File: config.mk
export PLATFORM = sky130hd
export DESIGN_NAME = dmem_arbiter
export DESIGN_NICKNAME = d
export VERILOG_FILES = /design/src/rtl/riscv_mem_pkg.sv /design/src/rtl/dmem_starve_ctr.sv /design/src/rtl/dmem_arbiter.sv
export SDC_FILE = /design/constraint.sdc
export NUM_CORES = 1
export LEC_CHECK = 0
export BUFFER_PORTS_ARGS = -buffer_cell sky130_fd_sc_hd__buf_2
export CORE_AREA = 2 2 96 98
export CTS_BUF_LIST = sky130_fd_sc_hd__clkbuf_8 sky130_fd_sc_hd__clkbuf_16
export DETAILED_ROUTE_END_ITERATION = 10
export DIE_AREA = 0 0 98 100
export PLACE_DENSITY = 0.79
export SLEW_MARGIN = 10
export SYNTH_ARGS = -nofsm -noshare
export SYNTH_HDL_FRONTEND = slang
export SYNTH_HIERARCHICAL = 1
export SYNTH_SLANG_ARGS = --single-unit
export TNS_END_PERCENT = 10
File: constraint.sdc
create_clock -name clk -period 2 [get_ports clk]
set_clock_uncertainty 0.1 [all_clocks]
set_input_delay 0.2 -clock clk [delete_from_list [all_inputs] [get_ports clk]]
set_output_delay 0.2 -clock clk [all_outputs]
set_load 0.05 [all_outputs]
File: src/rtl/riscv_mem_pkg.sv
// Shared types and constants for the data-memory bus: read-owner tags,
// byte-enable patterns and the alignment rule used by the misalignment check.
package riscv_mem_pkg;

  localparam int unsigned XLEN = 32;
  localparam int unsigned BE_W = XLEN / 8;

  typedef enum logic [1:0] {
    OWN_NONE = 2'd0,
    OWN_CORE = 2'd1,
    OWN_DBG  = 2'd2
  } rd_owner_t;

  localparam logic [BE_W-1:0] BE_WORD    = 4'b1111;
  localparam logic [BE_W-1:0] BE_HALF_LO = 4'b0011;
  localparam logic [BE_W-1:0] BE_HALF_HI = 4'b1100;
  localparam logic [BE_W-1:0] BE_B0      = 4'b0001;
  localparam logic [BE_W-1:0] BE_B1      = 4'b0010;
  localparam logic [BE_W-1:0] BE_B2      = 4'b0100;
  localparam logic [BE_W-1:0] BE_B3      = 4'b1000;

  // Payload of the request that won arbitration (address kept separate, it is parameterised).
  typedef struct packed {
    logic            we;
    logic [BE_W-1:0] be;
    logic [XLEN-1:0] wdata;
  } mem_req_t;

  // Illegal enable pattern, or enables that do not fit the low address bits.
  function automatic logic is_misaligned(input logic [BE_W-1:0] be, input logic [1:0] lo);
    logic bad;
    case (be)
      BE_WORD:                       bad = (lo != 2'b00);
      BE_HALF_LO, BE_HALF_HI:        bad = lo[0];
      BE_B0, BE_B1, BE_B2, BE_B3:    bad = 1'b0;
      default:                       bad = 1'b1;
    endcase
    return bad;
  endfunction

endpackage

File: src/rtl/dmem_starve_ctr.sv
// Saturating count of consecutive cycles a pending dbg request has lost;
// force_o tells the arbiter to hand the next cycle to dbg.
module dmem_starve_ctr #(
  parameter int unsigned MAX_WAIT = 4
) (
  input  logic clk,
  input  logic rst_n,
  input  logic req_i,
  input  logic gnt_i,
  output logic force_o
);

  localparam int unsigned CNT_W = 4;

  if (MAX_WAIT < 1 || MAX_WAIT > 15) begin : g_bad_max_wait
    $error("dmem_starve_ctr: MAX_WAIT must be in 1..15");
  end

  logic [CNT_W-1:0] cnt_q;
  logic [CNT_W-1:0] cnt_d;

  always_comb begin
    cnt_d = cnt_q;
    if (!req_i || gnt_i) begin
      cnt_d = '0;
    end else if (cnt_q < CNT_W'(MAX_WAIT)) begin
      cnt_d = cnt_q + CNT_W'(1);
    end
  end

  always_ff @(posedge clk or negedge rst_n) begin
    if (!rst_n) begin
      cnt_q <= '0;
    end else begin
      cnt_q <= cnt_d;
    end
  end

  assign force_o = (cnt_q == CNT_W'(MAX_WAIT));

endmodule

File: src/rtl/dmem_arbiter.sv
// Core/debug arbiter in front of the single-port data RAM. Core has priority,
// dbg is forced through after MAX_WAIT lost cycles. Optional MISALIGN_CHECK_EN.
module dmem_arbiter
  import riscv_mem_pkg::*;
#(
  parameter int unsigned ADDR_W   = 10,
  parameter int unsigned MAX_WAIT = 4
) (
  input  logic                clk,
  input  logic                rst_n,
  input  logic                core_req,
  input  logic                core_we,
  input  logic [ADDR_W-1:0]   core_addr,
  input  logic [XLEN-1:0]     core_wdata,
  input  logic [BE_W-1:0]     core_be,
  output logic                core_stall,
  output logic [XLEN-1:0]     core_rdata,
  output logic                core_rvalid,
  input  logic                dbg_req,
  input  logic                dbg_we,
  input  logic [ADDR_W-1:0]   dbg_addr,
  input  logic [XLEN-1:0]     dbg_wdata,
  input  logic [BE_W-1:0]     dbg_be,
  output logic                dbg_gnt,
  output logic [XLEN-1:0]     dbg_rdata,
  output logic                dbg_rvalid,
  output logic                mem_en,
  output logic [BE_W-1:0]     mem_we,
  output logic [ADDR_W-3:0]   mem_addr,
  output logic [XLEN-1:0]     mem_wdata,
  input  logic [XLEN-1:0]     mem_rdata
`ifdef MISALIGN_CHECK_EN
  ,
  output logic                misalign_err,
  output logic [ADDR_W-1:0]   misalign_addr
`endif
);

  logic            force_win;
  logic            dbg_win;
  logic            core_win;
  logic            any_win;
  logic            bad;
  mem_req_t        sel;
  logic [ADDR_W-1:0] sel_addr;

  rd_owner_t       own_q, own_d;
  logic [XLEN-1:0] core_hold_q, core_hold_d;
  logic [XLEN-1:0] dbg_hold_q, dbg_hold_d;
  logic [XLEN-1:0] ret_data;

  dmem_starve_ctr #(
    .MAX_WAIT (MAX_WAIT)
  ) u_starve (
    .clk     (clk),
    .rst_n   (rst_n),
    .req_i   (dbg_req),
    .gnt_i   (dbg_win),
    .force_o (force_win)
  );

  assign dbg_win    = dbg_req & (~core_req | force_win);
  assign core_win   = core_req & ~dbg_win;
  assign any_win    = core_win | dbg_win;
  assign core_stall = core_req & ~core_win;
  assign dbg_gnt    = dbg_win;

  // Winner mux; everything is zero when nobody is granted.
  always_comb begin
    sel      = '0;
    sel_addr = '0;
    if (core_win) begin
      sel.we    = core_we;
      sel.be    = core_be;
      sel.wdata = core_wdata;
      sel_addr  = core_addr;
    end else if (dbg_win) begin
      sel.we    = dbg_we;
      sel.be    = dbg_be;
      sel.wdata = dbg_wdata;
      sel_addr  = dbg_addr;
    end
  end

`ifdef MISALIGN_CHECK_EN
  logic              rd_bad_q;
  logic              err_q;
  logic [ADDR_W-1:0] err_addr_q;

  assign bad      = any_win & is_misaligned(sel.be, sel_addr[1:0]);
  assign ret_data = rd_bad_q ? '0 : mem_rdata;

  // Sticky error; the address of the first offender is kept.
  always_ff @(posedge clk or negedge rst_n) begin
    if (!rst_n) begin
      rd_bad_q   <= 1'b0;
      err_q      <= 1'b0;
      err_addr_q <= '0;
    end else begin
      rd_bad_q <= bad;
      if (bad && !err_q) begin
        err_q      <= 1'b1;
        err_addr_q <= sel_addr;
      end
    end
  end

  assign misalign_err  = err_q;
  assign misalign_addr = err_addr_q;
`else
  logic unused_addr_lo;

  assign bad            = 1'b0;
  assign ret_data       = mem_rdata;
  assign unused_addr_lo = ^sel_addr[1:0];
`endif

  assign mem_en    = any_win & ~bad;
  assign mem_we    = sel.be & {BE_W{sel.we & ~bad}};
  assign mem_addr  = sel_addr[ADDR_W-1:2];
  assign mem_wdata = sel.wdata;

  // Tag the owner of a granted read; data returns to it on the following cycle.
  always_comb begin
    own_d       = OWN_NONE;
    core_hold_d = core_hold_q;
    dbg_hold_d  = dbg_hold_q;
    if (core_win && !core_we) begin
      own_d = OWN_CORE;
    end else if (dbg_win && !dbg_we) begin
      own_d = OWN_DBG;
    end
    if (own_q == OWN_CORE) begin
      core_hold_d = ret_data;
    end
    if (own_q == OWN_DBG) begin
      dbg_hold_d = ret_data;
    end
  end

  always_ff @(posedge clk or negedge rst_n) begin
    if (!rst_n) begin
      own_q       <= OWN_NONE;
      core_hold_q <= '0;
      dbg_hold_q  <= '0;
    end else begin
      own_q       <= own_d;
      core_hold_q <= core_hold_d;
      dbg_hold_q  <= dbg_hold_d;
    end
  end

  assign core_rvalid = (own_q == OWN_CORE);
  assign dbg_rvalid  = (own_q == OWN_DBG);
  assign core_rdata  = core_rvalid ? ret_data : core_hold_q;
  assign dbg_rdata   = dbg_rvalid ? ret_data : dbg_hold_q;

endmodule

After elaboration in Yosys (flattened, before gate mapping). Cells that the tools add are included.

Add/subtract/negate cells: 1. $lt $le $gt $ge: 1. Equality and inequality tests: 3. Mux-type cells: 10. Bitwise logic cells: 9. Reductions and logical operators: 7.

Operator list (number): $mux 37 (2); $mux 32 (2); $mux 10 (2); $mux 4 (2); $add 4x1->4 const B (1); $and 4x4->4 (1); $eq 4x3->1 const B (1); $lt 4x3->1 const B (1); $mux 2 (2); $and 1x1->1 (3); $logic_not 1->1 (3); $not 1->1 (3); $eq 2x1->1 const B (1); $eq 2x2->1 const B (1); $logic_and 1x1->1 (2); $or 1x1->1 (2); $reduce_bool 2->1 (1); $logic_or 1x1->1 (1).

Bits in registers: 70. Input port bits: 130. Logic and storage cells: 35.

Longest topological paths before layout. Gate-level depths: netlist of the first run.

Depth in word-level cells: 7. Mapped depth: 8.

Hierarchy. The synthesis of the first run kept the hierarchy.

By module, submodules not included: dmem_arbiter (instances 1, cells each 290, area an instance 3362.0 um^2, sequential area each 1651.6 um^2); dmem_starve_ctr (instances 1, cells each 21, area an instance 203.9 um^2, sequential area each 100.1 um^2).

Least setup slack after synthesis of the first run. No wires, ideal clock.

Kind: reg-to-output. Start: register u_starve.cnt_q[0]. End: output mem_addr[0]. Data arrival time: 2111 ps. Setup slack: -411 ps. Cell stages (with the launch flop): 8. Buffers on the path: 2. Path through: dfrtp_1 > inv_1 > ha_1 > and3_2 > o21ai_4 > buf_8 > buf_12 > mux2i_1.

Longest elaborated chain between the ends: 6. Elaborated cells on any way between the ends: 7.

Ends and longest elaborated chain: start, declared (RTL line dmem_starve_ctr.sv:19) `logic [CNT_W-1:0] cnt_q;`; start signal, assigned (RTL line dmem_starve_ctr.sv:35) `cnt_q <= cnt_d;`; $eq 4x3->1 (*) (RTL line dmem_starve_ctr.sv:39) `assign force_o = (cnt_q == CNT_W'(MAX_WAIT));`; net force_win (RTL line dmem_arbiter.sv:39) `logic force_win;`; $or 1x1->1 (*) (RTL line dmem_arbiter.sv:62) `assign dbg_win = dbg_req & (~core_req | force_win);`; $and 1x1->1 (*) (RTL line dmem_arbiter.sv:62); $not 1->1 (RTL line dmem_arbiter.sv:63) `assign core_win = core_req & ~dbg_win;`; $and 1x1->1 (RTL line dmem_arbiter.sv:63); $mux 10 (*) (RTL line dmem_arbiter.sv:72) `if (core_win) begin`; end, declared (RTL line dmem_arbiter.sv:29) `output logic [ADDR_W-3:0] mem_addr,`.

The timed path passes the listed nets; every way through them passes the cells marked *.

Final worst setup path of the first run.
Start: register u_starve.cnt_q[0]. End: output mem_wdata[8].

Longest elaborated chain between the ends: 6. Elaborated cells on any way between the ends: 7.

Ends and longest elaborated chain: $eq 4x3->1 (*) (RTL line dmem_starve_ctr.sv:39); net force_win (RTL line dmem_arbiter.sv:39); $or 1x1->1 (*) (RTL line dmem_arbiter.sv:62); $and 1x1->1 (*) (RTL line dmem_arbiter.sv:62); $not 1->1 (RTL line dmem_arbiter.sv:63); $and 1x1->1 (RTL line dmem_arbiter.sv:63); $mux 37 (*) (RTL line dmem_arbiter.sv:72); end, declared (RTL line dmem_arbiter.sv:30) `output logic [XLEN-1:0] mem_wdata,`.

Marked as above.

==> results.md, run 1 <==
Status:
- The run finished, with violations left.
- The checks that failed: setup timing.

Placed design:
- The number of buffer cells added on primary ports is 238.
- The HPWL after detailed placement is 8.32 mm.
- The congestion estimate from routability-driven global placement came to 0.789.
- After detailed placement, the design holds a cell count of 662.
- The placed instances occupy a cell area of 5550 um2.

Power:
- For this design the static power due to leakage is 3.21 nW.
- VDD sags by at most 470 uV.
- After layout, the design draws a total of 5.81 mW.
- For this design the ratio of total power to cell area is 894 nW/um2.

CTS:
- Clock latency on the worst-skew pair, taken at its later pin, is 0.33 ns.
- The clock sink count is 70.
- The maximum buffer depth of the clock tree is 2.
- The CTS tree is yes.
- CTS placed an instance of sky130_fd_sc_hd__clkbuf_8 at the clock tree root.
- The number of H-tree branching levels is 3.
- The TritonCTS buffer count is 9.
- The post-CTS clock slew at the launch and capture registers of the worst setup and hold paths is 0.09 ns.

Critical path:
- STA puts the critical path data arrival time at 2.11 ns.
- In this design, the critical path's most frequently occurring cell is sky130_fd_sc_hd__buf_12.
- The slowest cell on the critical path is sky130_fd_sc_hd__dfrtp_1.
- The worst reg2reg path depth is 9.
- The worst setup path is captured at a primary output.
- Of all nets on the critical path, the largest fanout is 8.
- The critical setup path kind is reg2out.
- STA puts the critical path data required time at 1.70 ns.
- The peak per-stage delay on the critical path is 0.39 ns.
- The critical path startpoint category is a flop.
- Walking the worst path, the cells encountered are inv_2 -> ha_4 -> and3_4 -> o21ai_4 -> buf_12 -> buf_12 -> mux2i_4 -> buf_6.

STA:
- Setup repair after global routing could not meet its margin everywhere.
- At the pin with the least slew margin, the transition time is 0.431 ns.
- Setup slack on the critical path of the routed design comes to -0.411 ns.
- Final hold analysis gives a worst-case slack of 0.0306 ns.
- The number of endpoints failing setup at the final stage is 46.
- The final critical path time including I/O delays and setup is 2.41 ns.
- The count of final hold-check violations is 0.
- The total count of max-transition violations in the final report is 0.
- The worst pin sits at a relative slew slack of 71.3%.
- After layout, the worst path uses 121% of the clock period.
- The maximum frequency from static timing analysis is 415 MHz.

Die:
- The floorplan die area is 9800 um2.
- The area of the placeable core is 8890 um2.
- The boundary pin count is 243.
- The number of placement rows is 35.
- Once the floorplan was initialized, standard cells occupied 40.1% of the core.
- The die outline width is 98 um.
- In this run the vertical extent of the chip is 100 um.

Final layout:
- The post-route core utilization is 73.1%.
- The net total in the final layout is 703.
- The relative area change from synthesis to final layout is 82.2%.
- In the final layout, the share of cells above drive strength 1 is 68.9%.
- The number of antenna diodes in the final layout is 0.
- The final non-filler cell total is 687.
- The area of all placed cells without fillers is 6500 um2.

Global route:
- The initial antenna violation count was 0.
- The first global-routing pass estimated 18.2 mm of wire.
- The via count of the first global-routing pass is 3593.
- The total grt overflow is 0.
- Entering global routing, the biggest net connects 46 pins.
- Global routing consumed, over all layers together, 23.6% of the routing resources.

Logic synthesis:
- The synthesized netlist net count is 443.
- The unique cell type count in the Yosys netlist is 25.
- Each instance of the synthesized netlist takes up on average 11.5 um2.
- The share of synthesized area occupied by flip-flops and latches is 49.1%.
- Yosys printed 6 warnings.
- The post-synth design cell area is 3570 um2.
- The number of storage elements in the synthesis netlist is 70.
- The cell count after synthesis came out at 311.

Route:
- The average routed wire per standard cell is 17.4 um.
- The first-iteration detailed-routing DRC count is 55.
- The number of vias per cell is 4.82.
- The post-route antenna net violation count is 0.
- In the routed design, unresolved DRC markers number 0.
- The length of the first detailed-routing pass in iterations is 4.
- The detailed-route via count is 3314.
- For this block, the routed nets add up to 11.9 mm of wire.

Flow run:
- The tool flagged a number of max-cap violations equal to 0.

Hold path:
- The min-delay analysis places its worst path in the category in2reg.
- The number of cells on the worst hold path is 2.
==> per-stage QoR <==
stage	TNS, ns	setup slack (ns)
3_3_place_gp	-1.92	-0.0831
3_5_place_dp	-3.37	-0.127
6_report	-15.91	-0.411
4_1_cts	-17.11	-0.429
2_1_floorplan	-0.642	-0.0541
5_1_grt	-21.38	-0.472
==> state kept, by name, indices dropped and copies added, names as in the netlist <==
name	flops
dbg_hold_q	32
u_starve/cnt_q	4
core_hold_q	32
own_q	2
==> repair_timing <==
action / in CTS / in global routing
hold buffers: 3 / 0
endpoints found under the setup margin: 110 / 110
gates resized for setup: 197 / 18
setup buffers: 3 / 3
pin swaps: 1 / 3
hold endpoints to repair: 72 / 0
gates cloned: 1 / 0
==> synthesized netlist by cell type (all sizes together) <==
cell,count,area (um2)
a211oi,1,7.51
a21oi,3,15.0
and3,1,7.51
buf,14,138
clkbuf,4,15.0
dfrtp,70,1750
ha,2,25.0
inv,47,176
mux2,64,721
mux2i,44,440
nand2,44,165
nand2b,3,18.8
nand3,4,20.0
nor2,3,11.3
nor2b,1,6.26
o21ai,3,26.3
or2,1,6.26
or3,1,6.26
or3b,1,8.76
==> layout make-up <==
class	count	area, um2
clock buffer	9	124
clock inverter	7	57.6
fill	535	2390
inverter	47	176
multi-input combinational	176	1990
sequential	70	1750
tap	111	139
timing repair buffer	267	2250
==> critical path: cells and delay by family (launching register included) <==
family                     cells  cell delay (ns)
AOI/OAI and AO/OA              1             0.26
adders and majority gates      1             0.15
buffers and inverters          4             0.58
DFF                            1             0.39
muxes                          1             0.24
and+or+nand+nor                1             0.15
==> kinds of logic (layout without fill, tap and decap cells) <==
kind of cell | after synthesis | in the layout | synth area share [%]
adder cells (fa/ha/maj) | 2 | 2 | 0.702
buffers and inverters | 65 | 330 | 9.23
AO/OA/AOI/OAI | 7 | 7 | 1.37
flip-flops | 70 | 70 | 49.1
multiplexers | 108 | 108 | 32.6
AND/OR/NAND/NOR | 59 | 59 | 7.02
==> layer usage <==
layer  vias up  track usage (%)  share of wire, %
met1      1582             25.2                35
met5         -                0                 0
li1       1531                -                 -
met4         0             7.37               2.8
met3        25             6.96               7.4
met2       176             44.7                54
==> path summary, 6_finish.rpt <==
kind	start	end	slack, ns
min in group asynchronous	rst_n	core_hold_q[15]	0.14
max in group asynchronous	rst_n	own_q[0]	1.04
hold reg to reg	dbg_hold_q[2]	dbg_hold_q[2]	0.41
setup / recovery	u_starve/cnt_q[0]	mem_wdata[8]	-0.41
hold / removal	mem_rdata[15]	dbg_hold_q[15]	0.03
setup reg to reg	u_starve/cnt_q[0]	u_starve/cnt_q[0]	0.10
==> layout by cell type, fill, tap and decap left out <==
master / n
sky130_fd_sc_hd__clkinvlp_4: 2
sky130_fd_sc_hd__or2_2: 1
sky130_fd_sc_hd__dlygate4sd3_1: 3
sky130_fd_sc_hd__or3b_1: 1
sky130_fd_sc_hd__mux2_4: 3
sky130_fd_sc_hd__mux2_1: 1
sky130_fd_sc_hd__ha_4: 1
sky130_fd_sc_hd__ha_1: 1
sky130_fd_sc_hd__clkinv_2: 1
sky130_fd_sc_hd__dfrtp_1: 70
sky130_fd_sc_hd__nor2b_4: 1
sky130_fd_sc_hd__mux2_2: 60
sky130_fd_sc_hd__and3_4: 1
sky130_fd_sc_hd__inv_2: 4
sky130_fd_sc_hd__nand3_1: 4
sky130_fd_sc_hd__buf_2: 128
sky130_fd_sc_hd__inv_8: 1
sky130_fd_sc_hd__buf_6: 91
sky130_fd_sc_hd__inv_6: 2
sky130_fd_sc_hd__buf_12: 17
sky130_fd_sc_hd__nand2_1: 44
sky130_fd_sc_hd__o21ai_0: 2
sky130_fd_sc_hd__a21oi_1: 3
sky130_fd_sc_hd__inv_1: 43
sky130_fd_sc_hd__nand2b_1: 3
sky130_fd_sc_hd__a211oi_1: 1
sky130_fd_sc_hd__nor2_2: 1
sky130_fd_sc_hd__nor2_1: 2
sky130_fd_sc_hd__clkbuf_8: 9
sky130_fd_sc_hd__clkinv_4: 1
sky130_fd_sc_hd__o21ai_4: 1
sky130_fd_sc_hd__mux2i_4: 35
sky130_fd_sc_hd__or3_1: 1
sky130_fd_sc_hd__buf_8: 1
sky130_fd_sc_hd__buf_4: 27
sky130_fd_sc_hd__mux2i_2: 9
==> power breakdown <==
part           switching [mW]  internal, mW  total, mW
Clock                   0.575         0.467       1.04
Combinational            1.87          1.15       3.02
Sequential             0.0724          1.67       1.75
(Power assumes the default switching activity.)
==> inputs of run 2 (changes only) <==
--- a/config.mk
+++ b/config.mk
@@ -8,6 +8,7 @@
 export BUFFER_PORTS_ARGS = -buffer_cell sky130_fd_sc_hd__buf_2
 export CORE_AREA = 2 2 96 98
 export CTS_BUF_LIST = sky130_fd_sc_hd__clkbuf_8 sky130_fd_sc_hd__clkbuf_16
+export CTS_CLUSTER_SIZE = 28
 export DETAILED_ROUTE_END_ITERATION = 10
 export DIE_AREA = 0 0 98 100
 export PLACE_DENSITY = 0.79
==> constraint.sdc (replaced) <==
create_clock -name clk -period 2.3 [get_ports clk]
set_clock_uncertainty 0.1 [all_clocks]
set_input_delay 0.23 -clock clk [delete_from_list [all_inputs] [get_ports clk]]
set_output_delay 0.23 -clock clk [all_outputs]
set_load 0.05 [all_outputs]
==> results.md, run 2 (synthesis results as in run 1) <==
Final layout:
- The antenna diode count is 0 (unchanged).
- The largest registers in the layout are core_hold_q: 32 flops, dbg_hold_q: 32 flops, u_starve/cnt_q: 4 flops.
- The number of inserted filler cells in the final layout was 724 (+35%).
- The layout cell share with drive strength beyond 1 is 62.3% (-6.7 points).
- The post-route core utilization is 62.9% (-10 points).
- In the layout the commonest cells are sky130_fd_sc_hd__buf_2 (194), sky130_fd_sc_hd__dfrtp_1 (70), sky130_fd_sc_hd__mux2_2 (58).
- The relative area change from synthesis to final layout is 56.9%.
- The net total in the final layout was 694 (-1.3%).
- Leaving out fill and tap cells, the most frequent cell in the layout is sky130_fd_sc_hd__buf_2.

Global route:
- The total grt overflow is 0 (unchanged).
- The global-route wire length before repair was 15.5 mm (-15%).
- The initial antenna violation count is 0 (unchanged).
- The total track usage was 20.0% (-3.6 points).
- The via count of the first global-routing pass is 3339 (-7.1%).
- The pin count of the biggest net entering global routing came to 71 (+54%).

Die:
- The die outline width is 98 um (unchanged).
- The initial core utilization is 40.1% (unchanged).
- The boundary pin count came to 243 (unchanged).
- The area of the placeable core is 8890 um2 (unchanged).
- The number of placement rows is 35 (unchanged).
- The die height was 100 um (unchanged).
- The floorplan die area is 9800 um2 (unchanged).

Placed design:
- The weighted congestion reported at the end of routability-driven placement was 0.834 (+5.7%).
- The HPWL after detailed placement was 7.49 mm (-10%).
- The number of buffer cells added on primary ports is 238 (unchanged).

Power:
- The leakage power figure was 3.09 nW (-3.8%).
- The highest ir drop seen on vdd is 344 uV (-27%).
- The power density over the cells is 832 nW/um2 (-7.0%).
- The overall power after layout is 4.65 mW (-20%).

Critical path:
- The total buffers and inverters traversed by the critical path was 4 (unchanged).
- Traced cell by cell, the critical path runs through inv_2 -> ha_4 -> and3_4 -> o21ai_4 -> buf_6 -> clkbuf_16 -> mux2i_1 -> buf_4.
- The peak per-stage delay on the critical path is 0.41 ns (+0.02 ns).
- The biggest fanout along the worst timing path was 6 (-2).
- The critical path startpoint category is a flop.
- The worst reg2reg path depth is 9 (unchanged).
- The endpoint of the worst-slack reg-to-reg timing path is u_starve/cnt_q[0].
- The worst setup path is captured at a primary output.
- The critical setup path kind is reg2out.
- The category of cells accounting for the largest share of critical-path delay is buffers and inverters.
- The beginning of the worst register-to-register path is u_starve/cnt_q[1].
- The slack of the worst reg-to-reg path is 0.47 ns (+0.37 ns).
- The endpoint required time on the critical path is 1.97 ns (+0.27 ns).
- The number of logic stages on the critical path including buffering is 8 (unchanged).
- The worst endpoint data arrival time was 2.08 ns (-0.03 ns).
- The slowest stage of the critical path belongs to the cell sky130_fd_sc_hd__dfrtp_1.

STA:
- The worst slew margin relative to its limit is 42.3% (-29 points).
- The minimum hold slack is -0.0177 ns (-0.0483 ns).
- The number of endpoints failing setup at the final stage was 44 (-4.3%).
- The maximum frequency from static timing analysis is 415 MHz.
- The total count of max-transition violations in the final report is 0 (unchanged).
- The summed negative setup slack over all endpoints is -2.22 ns (+13.68 ns).
- Setup repair after global routing could not meet its margin everywhere.
- The slew at the pin closest to its max-slew limit is 0.866 ns (+0.435 ns).
- The final critical path time including I/O delays and setup is 2.41 ns.
- The fraction of the cycle the final worst path needs is 105%.
- The minimum setup slack in the final design is -0.111 ns (+0.300 ns).
- The count of final hold-check violations came to 20 (+20).

CTS:
- The clock sink count is 70 (unchanged).
- The clock latency at the later pin of the worst-skew pair came to 0.34 ns (about the same).
- TritonCTS built the clock tree.
- The TritonCTS buffer count was 9 (unchanged).
- The maximum buffer depth of the clock tree is 2 (unchanged).
- The hold buffer count at cts is 0 (-3).
- The post-CTS clock slew at the launch and capture registers of the worst setup and hold paths is 0.08 ns (about the same).
- The number of H-tree branching levels is 3 (unchanged).
- The buffer cell driving the clock tree root is sky130_fd_sc_hd__clkbuf_8.

Status:
- The checks that failed: hold timing, setup timing.
- The flow ran to the end, but the final reports show violations.

Route:
- The DRC violations left is 0 (unchanged).
- The final wirelength is 10.2 mm (-15%).
- The post-route antenna net violation count is 0 (unchanged).
- The number of vias per cell came to 4.73 (-1.9%).
- The average routed wire per standard cell is 15.0 um (-14%).
- The detailed-route via count is 3209 (-3.2%).
- The length of the first detailed-routing pass in iterations is 4 (unchanged).
- The first-iteration detailed-routing DRC count is 92 (+67%).

Hold path:
- The path class of the tightest hold or removal check is in2async.

Flow run:
- The total of max-cap violations is 0 (unchanged).
## run 2: per-layer routing
layer | wire [um] | track usage [%] | part of all wire [%] | vias to the layer above
met1 | 3510 | 20.4 | 35 | 1510
met5 | 0 | 0 | 0 | -
met3 | 733 | 4.87 | 7.2 | 23
li1 | - | - | - | 1514
met2 | 5530 | 37.7 | 54 | 162
met4 | 394 | 10.6 | 3.9 | 0
## run 2: metrics by stage
stage | instance area [um2] | std cells | hold slack [ns] | worst slack (ns)
3_5_place_dp | 4930 | 650 | 0.374 | 0.143
6_report | 5590 | 678 | -0.0177 | -0.111
2_1_floorplan | 3570 | 311 | -0.166 | -0.141
3_3_place_gp | 4930 | 650 | 0.360 | 0.202
5_1_grt | 5590 | 678 | 0.0121 | -0.172
4_1_cts | 5450 | 676 | 0.000781 | -0.133
## run 2: worst max-delay path by stage
stage                            startpoint             to  slack (ns)
final                     u_starve/cnt_q[1]  mem_wdata[23]       -0.11
after global routing      u_starve/cnt_q[1]  mem_wdata[23]       -0.17
after CTS                 u_starve/cnt_q[0]   mem_wdata[6]       -0.13
after detailed placement  u_starve/cnt_q[0]   mem_wdata[0]        0.14
after global placement    u_starve/cnt_q[0]   mem_wdata[0]        0.20
after floorplan           u_starve/cnt_q[0]    mem_addr[0]       -0.14
## run 2: cell type report
class | instances | area, um2 | area share, %
well taps | 111 | 139 | 2.48
clock buffers | 10 | 138 | 2.46
flip-flops and latches | 70 | 1750 | 31.3
multi-input cells | 176 | 1640 | 29.2
repair buffers | 258 | 1680 | 30.1
inverters | 47 | 176 | 3.15
clock inverters | 6 | 70.1 | 1.25
## run 2: report_power, final
| part | total [mW] | internal [mW] | leakage [nW] | switching [mW] |
|---|---|---|---|---|
| sequential | 1.52 | 1.46 | 0.834 | 0.0588 |
| combinational | 2.14 | 0.644 | 2.16 | 1.50 |
| clock | 0.998 | 0.535 | 0.0951 | 0.463 |
| total | 4.65 | 2.64 | 3.09 | 2.02 |
## run 2: what timing repair did
item                       CTS  global route
setup buffers                7             1
setup endpoints to repair   44            46
hold endpoints to repair     0             0
cloned                       3             3
gates resized for setup     58            20
pin swaps                    2             2
==> inputs of run 3 (changes only) <==
--- a/config.mk
+++ b/config.mk
@@ -6,12 +6,14 @@
 export NUM_CORES = 1
 export LEC_CHECK = 0
 export BUFFER_PORTS_ARGS = -buffer_cell sky130_fd_sc_hd__buf_2
-export CORE_AREA = 2 2 96 98
+export CELL_PAD_IN_SITES_DETAIL_PLACEMENT = 2
+export CELL_PAD_IN_SITES_GLOBAL_PLACEMENT = 2
+export CORE_AREA = 2 2 128 130
 export CTS_BUF_LIST = sky130_fd_sc_hd__clkbuf_8 sky130_fd_sc_hd__clkbuf_16
 export CTS_CLUSTER_SIZE = 28
 export DETAILED_ROUTE_END_ITERATION = 10
-export DIE_AREA = 0 0 98 100
-export PLACE_DENSITY = 0.79
+export DIE_AREA = 0 0 130 132
+export PLACE_DENSITY_LB_ADDON = 0.1
 export SLEW_MARGIN = 10
 export SYNTH_ARGS = -nofsm -noshare
 export SYNTH_HDL_FRONTEND = slang
==> results.md, run 3 (synthesis results as in run 1) <==
Hold path:
- The classification of the worst-slack hold path is in2reg.
- The worst hold path was traced through 2 stages.
- The path with the worst hold slack has its endpoint at own_q[1].
- The start point of the worst min-delay path is dbg_we.

Critical path:
- The startpoint identified for the worst register-to-register timing path is u_starve/cnt_q[0].
- The critical setup path kind is reg2out.
- The endpoint required time on the critical path came to 1.97 ns (about the same).
- The critical path goes through inv_1 -> ha_2 -> and3_4 -> o21ai_4 -> buf_12 -> buf_12 -> mux2i_1 -> buf_4.
- The worst register-to-register path ends at u_starve/cnt_q[0].
- The biggest fanout along the worst timing path is 8 (+2).
- The peak per-stage delay on the critical path is 0.36 ns (-0.05 ns).
- The worst reg2reg path depth is 9 (unchanged).
- The worst endpoint data arrival time is 2.10 ns (+0.02 ns).
- The critical path startpoint category is a flop.
- The slack of the worst reg-to-reg path is 0.43 ns (-0.04 ns).
- The largest individual stage delay along the critical path comes from the cell sky130_fd_sc_hd__dfrtp_1.
- The category of the worst setup path capture point is a primary output.
- The dominant cell type by count on the critical path is sky130_fd_sc_hd__buf_12.

Die:
- The initial core utilization is 22.7% (-17 points).
- The area of the placeable core was 15700 um2 (+77%).
- The boundary pin count was 243 (unchanged).
- The die height is 132 um (+32%).
- The floorplan die area was 17200 um2 (+75%).
- The number of placement rows is 46 (+31%).
- The die outline width is 130 um (+33%).

Global route:
- The total grt overflow is 0 (unchanged).
- The via count of the first global-routing pass was 3731 (+12%).
- The global-route wire length before repair is 19.6 mm (+26%).
- The initial antenna violation count is 3 (+3).
- The total track usage came to 14.7% (-5.3 points).
- The pin count of the biggest net entering global routing was 46 (-35%).

STA:
- The minimum setup slack in the final design is -0.132 ns (-0.0215 ns).
- The final critical path time including I/O delays and setup is 2.43 ns (+0.0215 ns).
- The number of endpoints failing setup at the final stage came to 44 (unchanged).
- The maximum frequency from static timing analysis is 411 MHz (-0.88%).
- The count of final hold-check violations is 0 (-100%).
- The worst slew margin relative to its limit is 58.6% (+16 points).
- The fraction of the cycle the final worst path needs was 106% (+0.93 points).
- The summed negative setup slack over all endpoints came to -3.90 ns (-1.67 ns).
- Setup repair after global routing could not meet its margin everywhere.
- The total count of max-transition violations in the final report was 0 (unchanged).
- The slew at the pin closest to its max-slew limit is 0.621 ns (-0.245 ns).
- The minimum hold slack came to 0.0389 ns (+0.0566 ns).

Final layout:
- The layout cell share with drive strength beyond 1 was 60.8% (-1.5 points).
- The net total in the final layout is 699 (+0.72%).
- Compared with the post-synthesis result, the final layout area differs by 60.7%.
- The leading cell type in the layout, fill and taps excluded is sky130_fd_sc_hd__buf_2.
- In the layout the commonest cells are sky130_fd_sc_hd__buf_2 (193), sky130_fd_sc_hd__dfrtp_1 (70), sky130_fd_sc_hd__mux2_2 (58).
- The post-route core utilization is 36.5% (-26 points).
- The largest registers in the layout are core_hold_q: 32 flops, dbg_hold_q: 32 flops, u_starve/cnt_q: 4 flops.

CTS:
- The buffer cell driving the clock tree root is sky130_fd_sc_hd__clkbuf_16.
- The CTS tree is yes.
- The clock sink count is 70 (unchanged).
- The clock latency at the later pin of the worst-skew pair is 0.32 ns (-0.02 ns).
- The TritonCTS buffer count is 9 (unchanged).
- The number of H-tree branching levels is 3 (unchanged).
- The maximum buffer depth of the clock tree was 2 (unchanged).
- The post-CTS clock slew at the launch and capture registers of the worst setup and hold paths is 0.05 ns (-0.03 ns).

Flow run:
- The total of max-cap violations was 0 (unchanged).

Status:
- The run finished, with violations left.
- The final reports fail on setup timing.

Placed design:
- The HPWL after detailed placement is 9.83 mm (+31%).
- The weighted congestion reported at the end of routability-driven placement came to 0.747 (-10%).
- The number of buffer cells added on primary ports is 238 (unchanged).

Route:
- The length of the first detailed-routing pass in iterations was 3 (-1).
- The average routed wire per standard cell came to 16.1 um (+7.4%).
- The post-route antenna net violation count is 0 (unchanged).
- The final wirelength is 12.7 mm (+25%).
- The number of vias per cell was 4.13 (-13%).
- The detailed-route via count is 3253 (+1.4%).
- The first-iteration detailed-routing DRC count was 40 (-57%).
- The DRC violations left is 0 (unchanged).

Power:
- The highest ir drop seen on vdd is 311 uV (-9.6%).
- The leakage power figure is 3.16 nW (+2.4%).
- The power density over the cells is 873 nW/um2 (+4.9%).
-- run 3: repair_timing --
action | 4_1_cts | 5_1_grt
endpoints found under the setup margin | 46 | 46
cloned | 3 | 1
resized for setup | 56 | 15
endpoints found under the hold margin | 24 | 0
setup buffers | 7 | 3
pin swaps | 2 | 1
hold buffers | 1 | 0
-- run 3: layout make-up --
type                       count  area (um2)
fill                        1757        9980
sequential                    70        1750
timing repair buffer         263        1710
multi-input combinational    176        1530
tap                          216         270
clock buffer                  10         239
inverter                      47         176
clock inverter                 5        51.3
antenna                        1        2.50
-- run 3: power by group --
part | switching (mW) | leakage (nW) | internal [mW]
registers | 0.0575 | 0.834 | 1.46
clock network | 0.497 | 0.146 | 0.854
logic | 1.51 | 2.18 | 0.624
total | 2.06 | 3.16 | 2.94
-- run 3: worst max-delay path, delay by kind of cell (launching register included) --
kind            cells  cell delay [ns]
compound gates      1             0.23
fa+ha+maj           1             0.16
buf+inv             4             0.61
flops               1             0.36
mux                 1             0.21
simple gates        1             0.19
-- run 3: through the flow --
stage / instance area, um2 / power [mW] / std cells / setup WS (ns)
6_report: 5730 / 5.00 / 788 / -0.132
5_1_grt: 5730 / 5.24 / 787 / -0.229
2_1_floorplan: 3570 / 3.04 / 311 / -0.141
3_5_place_dp: 5050 / 3.59 / 758 / 0.0891
4_1_cts: 5640 / 5.06 / 784 / -0.178
3_3_place_gp: 5050 / 3.54 / 758 / 0.114
-- run 3: worst max-delay path by stage --
stage	from	to	slack (ns)	cells after the start
2_1_floorplan	u_starve/cnt_q[0]	mem_addr[0]	-0.14	7
3_3_place_gp	u_starve/cnt_q[0]	mem_wdata[27]	0.11	8
3_5_place_dp	u_starve/cnt_q[0]	mem_wdata[27]	0.09	8
4_1_cts	u_starve/cnt_q[0]	mem_wdata[26]	-0.18	8
5_1_grt	u_starve/cnt_q[0]	mem_wdata[21]	-0.23	8
6_report	u_starve/cnt_q[0]	mem_wdata[26]	-0.13	8
-- run 3: routing by layer --
layer  track usage, %  share of wire, %
met1             15.7                38
met2             26.0                50
met3             5.84                10
met4             5.44               2.0
met5                0              0.27
